File: config.mk
export PLATFORM = sky130hd
export DESIGN_NAME = match_sequencer
export DESIGN_NICKNAME = d
export VERILOG_FILES = /design/src/rtl/match_sequencer.sv
export SDC_FILE = /design/constraint.sdc
export NUM_CORES = 1
export LEC_CHECK = 0
export ABC_AREA = 1
export BUFFER_PORTS_ARGS = -buffer_cell sky130_fd_sc_hd__buf_2
export CAP_MARGIN = 10
export CORE_UTILIZATION = 25
export CTS_CLUSTER_DIAMETER = 30
export DETAILED_ROUTE_END_ITERATION = 16
export GPL_TIMING_DRIVEN = 0
export PLACE_DENSITY = 0.46
export SYNTH_ARGS = -nofsm -noshare
export SYNTH_HDL_FRONTEND = slang
export SYNTH_SLANG_ARGS = --single-unit
File: constraint.sdc
create_clock -name Yclock -period 2.3 [get_ports Yclock]
set_input_delay 0 -clock Yclock [delete_from_list [all_inputs] [get_ports Yclock]]
set_output_delay 0 -clock Yclock [all_outputs]
set_load 0.02 [all_outputs]
File: src/rtl/match_sequencer.sv
`default_nettype none
// ============================================================================
// Module   : match_sequencer
// Brief    : Pong game-flow controller: serve/rally/point/match sequencing.
//            Optional rally speed-up enabled by defining SPEEDUP_EN.
// Revision : 1.0 - initial release
// ============================================================================
module match_sequencer #(
    parameter logic [3:0]  WIN_SCORE     = 4'd9,
    parameter logic [15:0] NEWGAME_TICKS = 16'd4,
    parameter logic [15:0] SERVE_TICKS   = 16'd120,
    parameter logic [15:0] POINT_TICKS   = 16'd60,
    parameter logic [15:0] SPEEDUP_TICKS = 16'd600,
    parameter logic [1:0]  MAX_LEVEL     = 2'd3
) (
    input  logic       Yclock,
    input  logic       reset,
    input  logic       start_btn,
    input  logic       pause_btn,
    input  logic [3:0] p0_score,
    input  logic [3:0] p1_score,
    output logic       inPlay,
    output logic       newGame,
    output logic       ball_reset,
    output logic       game_over,
    output logic       winner,
    output logic [1:0] speed_level,
    output logic [2:0] state
);

    typedef enum logic [2:0] {
        c_idle   = 3'd0,
        c_new    = 3'd1,
        c_serve  = 3'd2,
        c_rally  = 3'd3,
        c_paused = 3'd4,
        c_point  = 3'd5,
        c_over   = 3'd6
    } state_t;

    // A zero tick count would never match, so it is promoted to one cycle.
    localparam logic [15:0] c_newgame_last = (NEWGAME_TICKS == 16'd0) ? 16'd0 : NEWGAME_TICKS - 16'd1;
    localparam logic [15:0] c_serve_last   = (SERVE_TICKS   == 16'd0) ? 16'd0 : SERVE_TICKS   - 16'd1;
    localparam logic [15:0] c_point_last   = (POINT_TICKS   == 16'd0) ? 16'd0 : POINT_TICKS   - 16'd1;

    state_t      r_state;
    state_t      w_state_next;
    logic [15:0] r_phase_cnt;
    logic        r_start_q;
    logic        r_pause_q;
    logic [3:0]  r_p0_meta;
    logic [3:0]  r_p0_sync;
    logic [3:0]  r_p0_prev;
    logic [3:0]  r_p1_meta;
    logic [3:0]  r_p1_sync;
    logic [3:0]  r_p1_prev;
    logic        r_in_play;
    logic        r_new_game;
    logic        r_ball_reset;
    logic        r_game_over;
    logic        r_winner;

    logic w_start_edge;
    logic w_pause_edge;
    logic w_point_evt;
    logic w_match_won;
    logic w_restart;
    logic w_timed_state;

    assign w_start_edge  = start_btn & ~r_start_q;
    assign w_pause_edge  = pause_btn & ~r_pause_q;
    assign w_point_evt   = (r_p0_sync != r_p0_prev) | (r_p1_sync != r_p1_prev);
    assign w_match_won   = (r_p0_sync >= WIN_SCORE) | (r_p1_sync >= WIN_SCORE);
    assign w_restart     = w_start_edge & ((r_state == c_serve) | (r_state == c_rally) |
                                           (r_state == c_paused) | (r_state == c_point) |
                                           (r_state == c_over));
    assign w_timed_state = (r_state == c_new) | (r_state == c_serve) | (r_state == c_point);

    always_comb begin
        w_state_next = r_state;
        case (r_state)
            c_idle: begin
                if (w_start_edge)
                    w_state_next = c_new;
            end
            c_new: begin
                if (r_phase_cnt >= c_newgame_last)
                    w_state_next = c_serve;
            end
            c_serve: begin
                if (r_phase_cnt >= c_serve_last)
                    w_state_next = c_rally;
            end
            c_rally: begin
                if (w_point_evt)
                    w_state_next = c_point;
                else if (w_pause_edge)
                    w_state_next = c_paused;
            end
            c_paused: begin
                if (w_pause_edge)
                    w_state_next = c_rally;
            end
            c_point: begin
                if (r_phase_cnt >= c_point_last)
                    w_state_next = w_match_won ? c_over : c_serve;
            end
            c_over: begin
                w_state_next = c_over;
            end
            default: begin
                w_state_next = c_idle;
            end
        endcase
        if (w_restart)
            w_state_next = c_new;
    end

    // Outputs are decoded from the destination state so they move with r_state.
    always_ff @(posedge Yclock or posedge reset) begin
        if (reset) begin
            r_state      <= c_idle;
            r_phase_cnt  <= 16'd0;
            r_start_q    <= 1'b0;
            r_pause_q    <= 1'b0;
            r_p0_meta    <= 4'd0;
            r_p0_sync    <= 4'd0;
            r_p0_prev    <= 4'd0;
            r_p1_meta    <= 4'd0;
            r_p1_sync    <= 4'd0;
            r_p1_prev    <= 4'd0;
            r_in_play    <= 1'b0;
            r_new_game   <= 1'b0;
            r_ball_reset <= 1'b1;
            r_game_over  <= 1'b0;
            r_winner     <= 1'b0;
        end else begin
            r_start_q <= start_btn;
            r_pause_q <= pause_btn;
            r_state   <= w_state_next;

            if (w_state_next != r_state)
                r_phase_cnt <= 16'd0;
            else if (w_timed_state)
                r_phase_cnt <= r_phase_cnt + 16'd1;

            // Leaving NEW the dynamics scores are cleared, so history restarts at zero.
            if ((r_state == c_new) && (w_state_next != c_new)) begin
                r_p0_meta <= 4'd0;
                r_p0_sync <= 4'd0;
                r_p0_prev <= 4'd0;
                r_p1_meta <= 4'd0;
                r_p1_sync <= 4'd0;
                r_p1_prev <= 4'd0;
            end else begin
                r_p0_meta <= p0_score;
                r_p0_sync <= r_p0_meta;
                r_p0_prev <= r_p0_sync;
                r_p1_meta <= p1_score;
                r_p1_sync <= r_p1_meta;
                r_p1_prev <= r_p1_sync;
            end

            case (w_state_next)
                c_new: begin
                    r_in_play    <= 1'b0;
                    r_new_game   <= 1'b1;
                    r_ball_reset <= 1'b0;
                    r_game_over  <= 1'b0;
                    r_winner     <= 1'b0;
                end
                c_serve, c_paused, c_point: begin
                    r_in_play    <= 1'b0;
                    r_new_game   <= 1'b0;
                    r_ball_reset <= 1'b0;
                    r_game_over  <= 1'b0;
                end
                c_rally: begin
                    r_in_play    <= 1'b1;
                    r_new_game   <= 1'b0;
                    r_ball_reset <= 1'b0;
                    r_game_over  <= 1'b0;
                end
                c_over: begin
                    r_in_play    <= 1'b0;
                    r_new_game   <= 1'b0;
                    r_ball_reset <= 1'b1;
                    r_game_over  <= 1'b1;
                    if (r_state != c_over)
                        r_winner <= (r_p1_sync > r_p0_sync);
                end
                default: begin
                    r_in_play    <= 1'b0;
                    r_new_game   <= 1'b0;
                    r_ball_reset <= 1'b1;
                    r_game_over  <= 1'b0;
                end
            endcase
        end
    end

`ifdef SPEEDUP_EN
    localparam logic [15:0] c_speedup_last = (SPEEDUP_TICKS == 16'd0) ? 16'd0 : SPEEDUP_TICKS - 16'd1;

    logic [15:0] r_speed_cnt;
    logic [1:0]  r_speed_level;

    // Counts every edge spent in RALLY; PAUSED leaves both registers untouched.
    always_ff @(posedge Yclock or posedge reset) begin
        if (reset) begin
            r_speed_cnt   <= 16'd0;
            r_speed_level <= 2'd0;
        end else if ((w_state_next == c_new) || (w_state_next == c_point)) begin
            r_speed_cnt   <= 16'd0;
            r_speed_level <= 2'd0;
        end else if (r_state == c_rally) begin
            if (r_speed_cnt >= c_speedup_last) begin
                r_speed_cnt <= 16'd0;
                if (r_speed_level < MAX_LEVEL)
                    r_speed_level <= r_speed_level + 2'd1;
            end else begin
                r_speed_cnt <= r_speed_cnt + 16'd1;
            end
        end
    end

    assign speed_level = r_speed_level;
`else
    assign speed_level = 2'd0;
`endif

    assign inPlay     = r_in_play;
    assign newGame    = r_new_game;
    assign ball_reset = r_ball_reset;
    assign game_over  = r_game_over;
    assign winner     = r_winner;
    assign state      = r_state;

endmodule
`default_nettype wire

==> Word-level counts from Yosys, hierarchy flattened <==
Cells that the tools add are included.
{ "word_totals": {"out_inout_bits": 10, "in_bits": 12, "elab_cells": 83, "regBits": 50} }
{ "classes": {"add_sub_neg": 1, "muxes": 24, "eq_ne": 18, "n_reduce_logical": 6, "n_lt_le_gt_ge": 6, "bitwise_logic": 13} }
{ "ops": {"columns": ["operator", "count"], "rows": [
  ["$mux W16", 2],
  ["$mux W3", 9],
  ["$mux W4", 6],
  ["$pmux W3 S7", 1],
  ["$eq A3 B3 Y1 const B", 6],
  ["$add A16 B1 Y16 const B", 1],
  ["$ge A16 B2 Y1 const B", 1],
  ["$ge A16 B6 Y1 const B", 1],
  ["$ge A16 B7 Y1 const B", 1],
  ["$eq A3 B2 Y1 const B", 4],
  ["$ge A4 B4 Y1 const B", 2],
  ["$ne A4 B4 Y1", 2],
  ["$or A1 B1 Y1", 8],
  ["$eq A3 B1 Y1 const B", 2],
  ["$mux W1", 5],
  ["$reduce_or A5 Y1", 1],
  ["$gt A4 B4 Y1", 1],
  ["$reduce_bool A2 Y1", 2],
  ["$and A1 B1 Y1", 3],
  ["$logic_not A3 Y1", 1],
  ["$ne A3 B1 Y1 const B", 1],
  ["$ne A3 B3 Y1", 1],
  ["$ne A3 B3 Y1 const B", 1],
  ["$ne A2 B2 Y1 const B", 1],
  ["other kinds (4)", 5]
]} }

==> Depth between registers and ports, before layout <==
{ "depth": {"ltp_word": 10, "mapped_depth": 15, "depth_no_buf": 14} }

==> Least setup slack after synthesis <==
No wires, ideal clock.
{ "synth_path": {"kind": "register to register", "startpoint": "reg r_state[1] (netlist: state[1])", "endpoint": "reg r_phase_cnt[1]", "n_path_buf": 1, "setup_time_ns": 0.124, "path_slack_ns": 0.501, "arrival_time_ns": 1.674, "stages_incl_launch_ff": 14, "t_required_ns": 2.176, "synth_period_minus_slack_ns": 1.799, "path_cell_list": "dfrtp_1 -> inv_2 -> nand2_1 -> nor2_2 -> nand3_2 -> nand3_2 -> clkinv_1 -> nand2_2 -> nand2_1 -> nand2_1 -> nand2_2 -> nand3_4 -> buf_12 -> nor2_4"} }
{ "synth_between": {"elab_chain_cells": 9, "word_cells_on_any_way": 26, "cone_classes": "eq/ne (7); mux (10); bitwise (7); reduce/logical (2)"} }
{ "synth_lines": {"columns": ["item", "line_no", "source"], "rows": [
  ["from (decl)", "46", "state_t r_state;"],
  ["from (signal assigned)", "122", "r_state <= c_idle;"],
  ["from (signal assigned)", "140", "r_state <= w_state_next;"],
  ["$eq A3 B2 Y1, on equally long branches", "74, 77, 81", null],
  ["$or A1 B1 Y1 (2 in series)", "74", "assign w_restart = w_start_edge & ((r_state == c_serve) | (r_state == c_rally) |"],
  ["$or A1 B1 Y1 (2 in series)", "75", "(r_state == c_paused) | (r_state == c_point) |"],
  ["$and A1 B1 Y1", "74", null],
  ["$mux W3", "115", "if (w_restart)"],
  ["$ne A3 B3 Y1", "142", "if (w_state_next != r_state)"],
  ["$mux W16 / $reduce_bool A2 Y1 (equally long branches)", null, null],
  ["to (signal assigned)", "145", "r_phase_cnt <= r_phase_cnt + 16'd1;"],
  ["to (decl)", "48", "logic [15:0] r_phase_cnt;"]
]} }
Several ways; a longest one is shown, not always the timed one.
A chain may end at the register's enable or synchronous reset.

==> Worst setup path after layout <==
{ "layout_path": {"startpoint": "reg r_phase_cnt[0]", "endpoint": "reg r_phase_cnt[4]"} }
{ "layout_between": {"elab_chain_cells": 6, "word_cells_on_any_way": 13, "cone_classes": "add/sub (1); order compare (3); eq/ne (1); mux (7); reduce/logical (1)"} }
{ "layout_lines": {"columns": ["item", "line_no", "source"], "rows": [
  ["$ge A16 B6 Y1 (tied with other cells)", "105", "if (r_phase_cnt >= c_point_last)"],
  ["$mux W3, on equally long branches", "105, 87, 91", null],
  ["$pmux W3 S7", "81", "case (r_state)"],
  ["$mux W3", "115", null],
  ["$ne A3 B3 Y1", "142", null],
  ["$mux W16 / $reduce_bool A2 Y1 (equally long branches)", null, null]
]} }
Several ways; a longest one is shown, not always the timed one. The select of a mux whose other input is x is not followed.

==> metrics.txt <==
result of the run=finished clean; die area=0.01128 mm2; number of top-level pins=22; Total GRT Usage=10.02%; crit path max-delay cell type=sky130_fd_sc_hd__dfrtp_1; Synth top cells by count=59 x sky130_fd_sc_hd__nand2_1, 59 x sky130_fd_sc_hd__nor2_1, 58 x sky130_fd_sc_hd__inv_1; critical path data arrival time=2.27 ns; global route overflow=0; number of CTS-inserted buffers=5; switching share of total power=42.16%; count of final max-slew check failures=0; Initial DRC Count=83; count of filler cells inserted in the layout=1110; largest net degree at the start of global routing=33; data required time of the critical path=2.55 ns; type of the worst min-delay path=in -> async; Max Freq=497.0 MHz; signed area change from the synthesized netlist to the final layout=18.21%; main combinational cell family by area after synthesis=simple AND/OR/NAND/NOR gates; combinational fraction of design power=41.5%; part of the Yosys area used for sequential elements=46.15%; Clock Pin Slew Worst Setup and Hold Paths=0.10 ns; CP startpoint kind=flop; via count of the first global-routing pass=2027; total via count in the routed design=2014; CP Class=reg -> reg; synthesized-area fraction occupied by ao, oa, aoi and oai cells=2.582%; worst-path fanout max=10; cell area power density=850.1 mW/mm2; post-route fraction of the period consumed by the critical path=87.48%; buffers added on ports=19; reg2reg start=r_phase_cnt[0]$_DFFE_PP0P_; FFs w/ async S/R, synth=100.0%; Root Buffer Master=sky130_fd_sc_hd__clkbuf_8; number of synthesized register bits=50; RSZ-0062 raised after global routing=false; detailed-placement wirelength estimate=3766 um; ratio of cells with drive above 1 in the final layout=18.60%; number of distinct standard cells referenced by the synthesized netlist=33; effective utilization at floorplan=26.05%; mux share of post-synthesis cell area=0.3688%; Post-Syn Area=0.002714 mm2; worst voltage drop across the vdd grid=0.3917 mV; global placement routability congestion=0.7962; Remaining DRCs=0; largest delay contributor family on the critical path=simple AND/OR/NAND/NOR gates; global-route wire length before repair=9101 um; internal portion of total power=1.578 mW; top_reg_cell synth=sky130_fd_sc_hd__dfrtp_1; Finish-stage setup viols=0; max capacitance violation total=0; count of placed standard cells including taps=488; crit path cell chain=ha_1 -> nand2_1 -> nand2_2 -> a21boi_2 -> nand2_1 -> a21oi_2 -> nand3_2 -> nand2_4 -> nand2_2 -> nand2_2 -> nand3_4 -> buf_12 -> nor2_4; Gate Count Post-Synth=331; clock tree from TritonCTS=yes; initial antenna violation count=0; CP peak stage delay=0.43 ns; number of buffers between clock root and the deepest sink=2; DIE HEIGHT=106.2 um; final design instance area without fill=0.003208 mm2; area share of and/or/nand/nor cells after synthesis=32.46%; P_sw=1.150 mW; core area=0.01042 mm2; number of antenna-violating nets in the routed design=0; total negative slack=0 ns; Sinks on Clock Net=50; share of total power in sequential cells=38.5%; horizontal die dimension=106.2 um; routed len/inst=9.832 um; share of total power in the clock network=20.0%; post-route total power=2.727 mW; number of enable flip-flop cells after synthesis=0; number of endpoints with negative hold slack in the final report=0; largest cells by area after synthesis=sky130_fd_sc_hd__dfrtp_1 45%, sky130_fd_sc_hd__nand2_1 8.2%, sky130_fd_sc_hd__nor2_1 8.2%; type of destination of the critical path=flop; total placed instance area=0.003003 mm2; Critical Path Most Common Cell=sky130_fd_sc_hd__nand2_2; average cell area after synthesis=8.199 um2; vias per cell=3.972; arithmetic-cell share of the synthesized area counting full adders, half adders and majority gates=2.766%; H-tree depth=2; area share of xor/xnor cells in the synthesized design=4.841%; count of non-filler cells in the finished layout=507; number of warnings printed during yosys synthesis=0; first drt pass iteration count=4; leakage power summed over all cells=1.633 nW; Worst Hold Margin=0.2343 ns; row count=37; count of buffering cells on the critical path with inverters included=1; Worst Clk Skew=0.01294 ns; nets=388; share of the synthesized area in the top cell type=45.18%; number of inserted diodes=0; cell accounting for the most synthesized area=sky130_fd_sc_hd__dfrtp_1; Crit. Startpoint=r_phase_cnt[0]$_DFFE_PP0P_; post-layout minimum cycle time=2.012 ns; wire length after detailed routing=4985 um; insertion delay of the later-clocked pin in the worst-skew pair=0.31 ns
[per-layer routing]
layer | track usage, % | routed length (um)
met1 | 14.17 | 2720
met2 | 14.98 | 2029
met3 | 1.901 | 136
met4 | 3.869 | 98
met5 | 0 | 0
[sequential cells by signal, summed over array words and instances (netlist names)]
name	flops
r_p1_meta	4
r_p0_prev	4
r_p0_meta	4
ball_reset	1
r_p1_sync	4
game_over	1
r_pause_q	1
r_p0_sync	4
r_p1_prev	4
inPlay	1
r_phase_cnt	16
winner	1
state	3
newGame	1
r_start_q	1
[stage by stage]
stage          setup WS [ns]  utilization [%]
5_1_grt             0.002714            30.80
2_1_floorplan         0.5013                -
3_3_place_gp          0.3035            28.64
4_1_cts               0.2596            30.80
3_5_place_dp          0.2903            28.83
6_report              0.2879            30.80
[repair_timing]
| item | in CTS | in global routing |
|---|---|---|
| gates resized for setup | 0 | 0 |
| hold buffers | 11 | 0 |
| setup buffers | 0 | 0 |
| endpoints found under the hold margin | 28 | 0 |
[power by group through the flow]
stage / sequential (mW) / combinational [mW] / clock [mW]
after global routing: 1.06 / 1.27 / 0.614
final: 1.05 / 1.13 / 0.546
after detailed placement: 1.07 / 1.14 / 0
after floorplan: 1.11 / 0.857 / 0
after global placement: 1.07 / 1.13 / 0
after CTS: 1.05 / 1.16 / 0.581
[final timing paths]
path                                         endpoint  slack [ns]  depth (start not counted)
setup / recovery           r_phase_cnt[4]$_DFFE_PP0P_        0.29                         13
hold / removal                    r_pause_q$_DFF_PP0_        0.23                          3
setup reg to reg           r_phase_cnt[4]$_DFFE_PP0P_        0.29                         13
hold reg to reg                r_p0_sync[2]$_DFF_PP0_        0.47                          2
max in group asynchronous        ball_reset$_DFF_PP1_        1.45                          4
min in group Yclock               r_pause_q$_DFF_PP0_        0.33                          2
[worst register-to-register path, cell delays in order, from the launching register on]
cell and delay [ns]:
sky130_fd_sc_hd__dfrtp_1 0.43, sky130_fd_sc_hd__ha_1 0.25, sky130_fd_sc_hd__nand2_1 0.08, sky130_fd_sc_hd__nand2_2 0.06, sky130_fd_sc_hd__a21boi_2 0.15, sky130_fd_sc_hd__nand2_1 0.08
sky130_fd_sc_hd__a21oi_2 0.13, sky130_fd_sc_hd__nand3_2 0.13, sky130_fd_sc_hd__nand2_4 0.12, sky130_fd_sc_hd__nand2_2 0.05, sky130_fd_sc_hd__nand2_2 0.07, sky130_fd_sc_hd__nand3_4 0.13
sky130_fd_sc_hd__buf_12 0.20, sky130_fd_sc_hd__nor2_4 0.08
[cell families after synthesis]
kind of cell	Yosys count
AOI/OAI and AO/OA	11
xor gates and xnor gates	15
adders and majority gates	6
buffers and inverters	69
DFF	50
muxes	1
other	1
and+or+nand+nor	178
[area by class of cell]
type                       instances  area, um2  share of cell area [%]
clock buffer                       5      68.82                   2.145
buffer                             6      53.80                   1.677
timing repair buffer              31      225.2                   7.020
sequential                        50       1252                   39.04
inverter                          63      236.5                   7.371
multi-input combinational        213       1175                   36.62
clock inverter                     3      26.28                  0.8190
tap                              136      170.2                   5.304
[placed cells by master (no fill, tap or decap), types with 2 or more instances in the layout]
cell type                        n
sky130_fd_sc_hd__a21oi_1         4
sky130_fd_sc_hd__buf_1           2
sky130_fd_sc_hd__buf_12          2
sky130_fd_sc_hd__buf_2          19
sky130_fd_sc_hd__buf_4           2
sky130_fd_sc_hd__clkbuf_8        5
sky130_fd_sc_hd__conb_1          2
sky130_fd_sc_hd__dfrtp_1        49
sky130_fd_sc_hd__dlygate4sd3_1  11
sky130_fd_sc_hd__ha_1            6
sky130_fd_sc_hd__inv_1          57
sky130_fd_sc_hd__inv_2           5
sky130_fd_sc_hd__inv_6           2
sky130_fd_sc_hd__nand2_1        59
sky130_fd_sc_hd__nand2_2         9
sky130_fd_sc_hd__nand3_1        17
sky130_fd_sc_hd__nand3_2         4
sky130_fd_sc_hd__nand4_1         7
sky130_fd_sc_hd__nor2_1         59
sky130_fd_sc_hd__nor2_2          3
sky130_fd_sc_hd__nor2_4         11
sky130_fd_sc_hd__nor3_1          3
sky130_fd_sc_hd__nor4_1          2
sky130_fd_sc_hd__o21ai_0         3
sky130_fd_sc_hd__o21bai_1        2
sky130_fd_sc_hd__xnor2_1         5
sky130_fd_sc_hd__xor2_1         10
(Power assumes the default switching activity.)
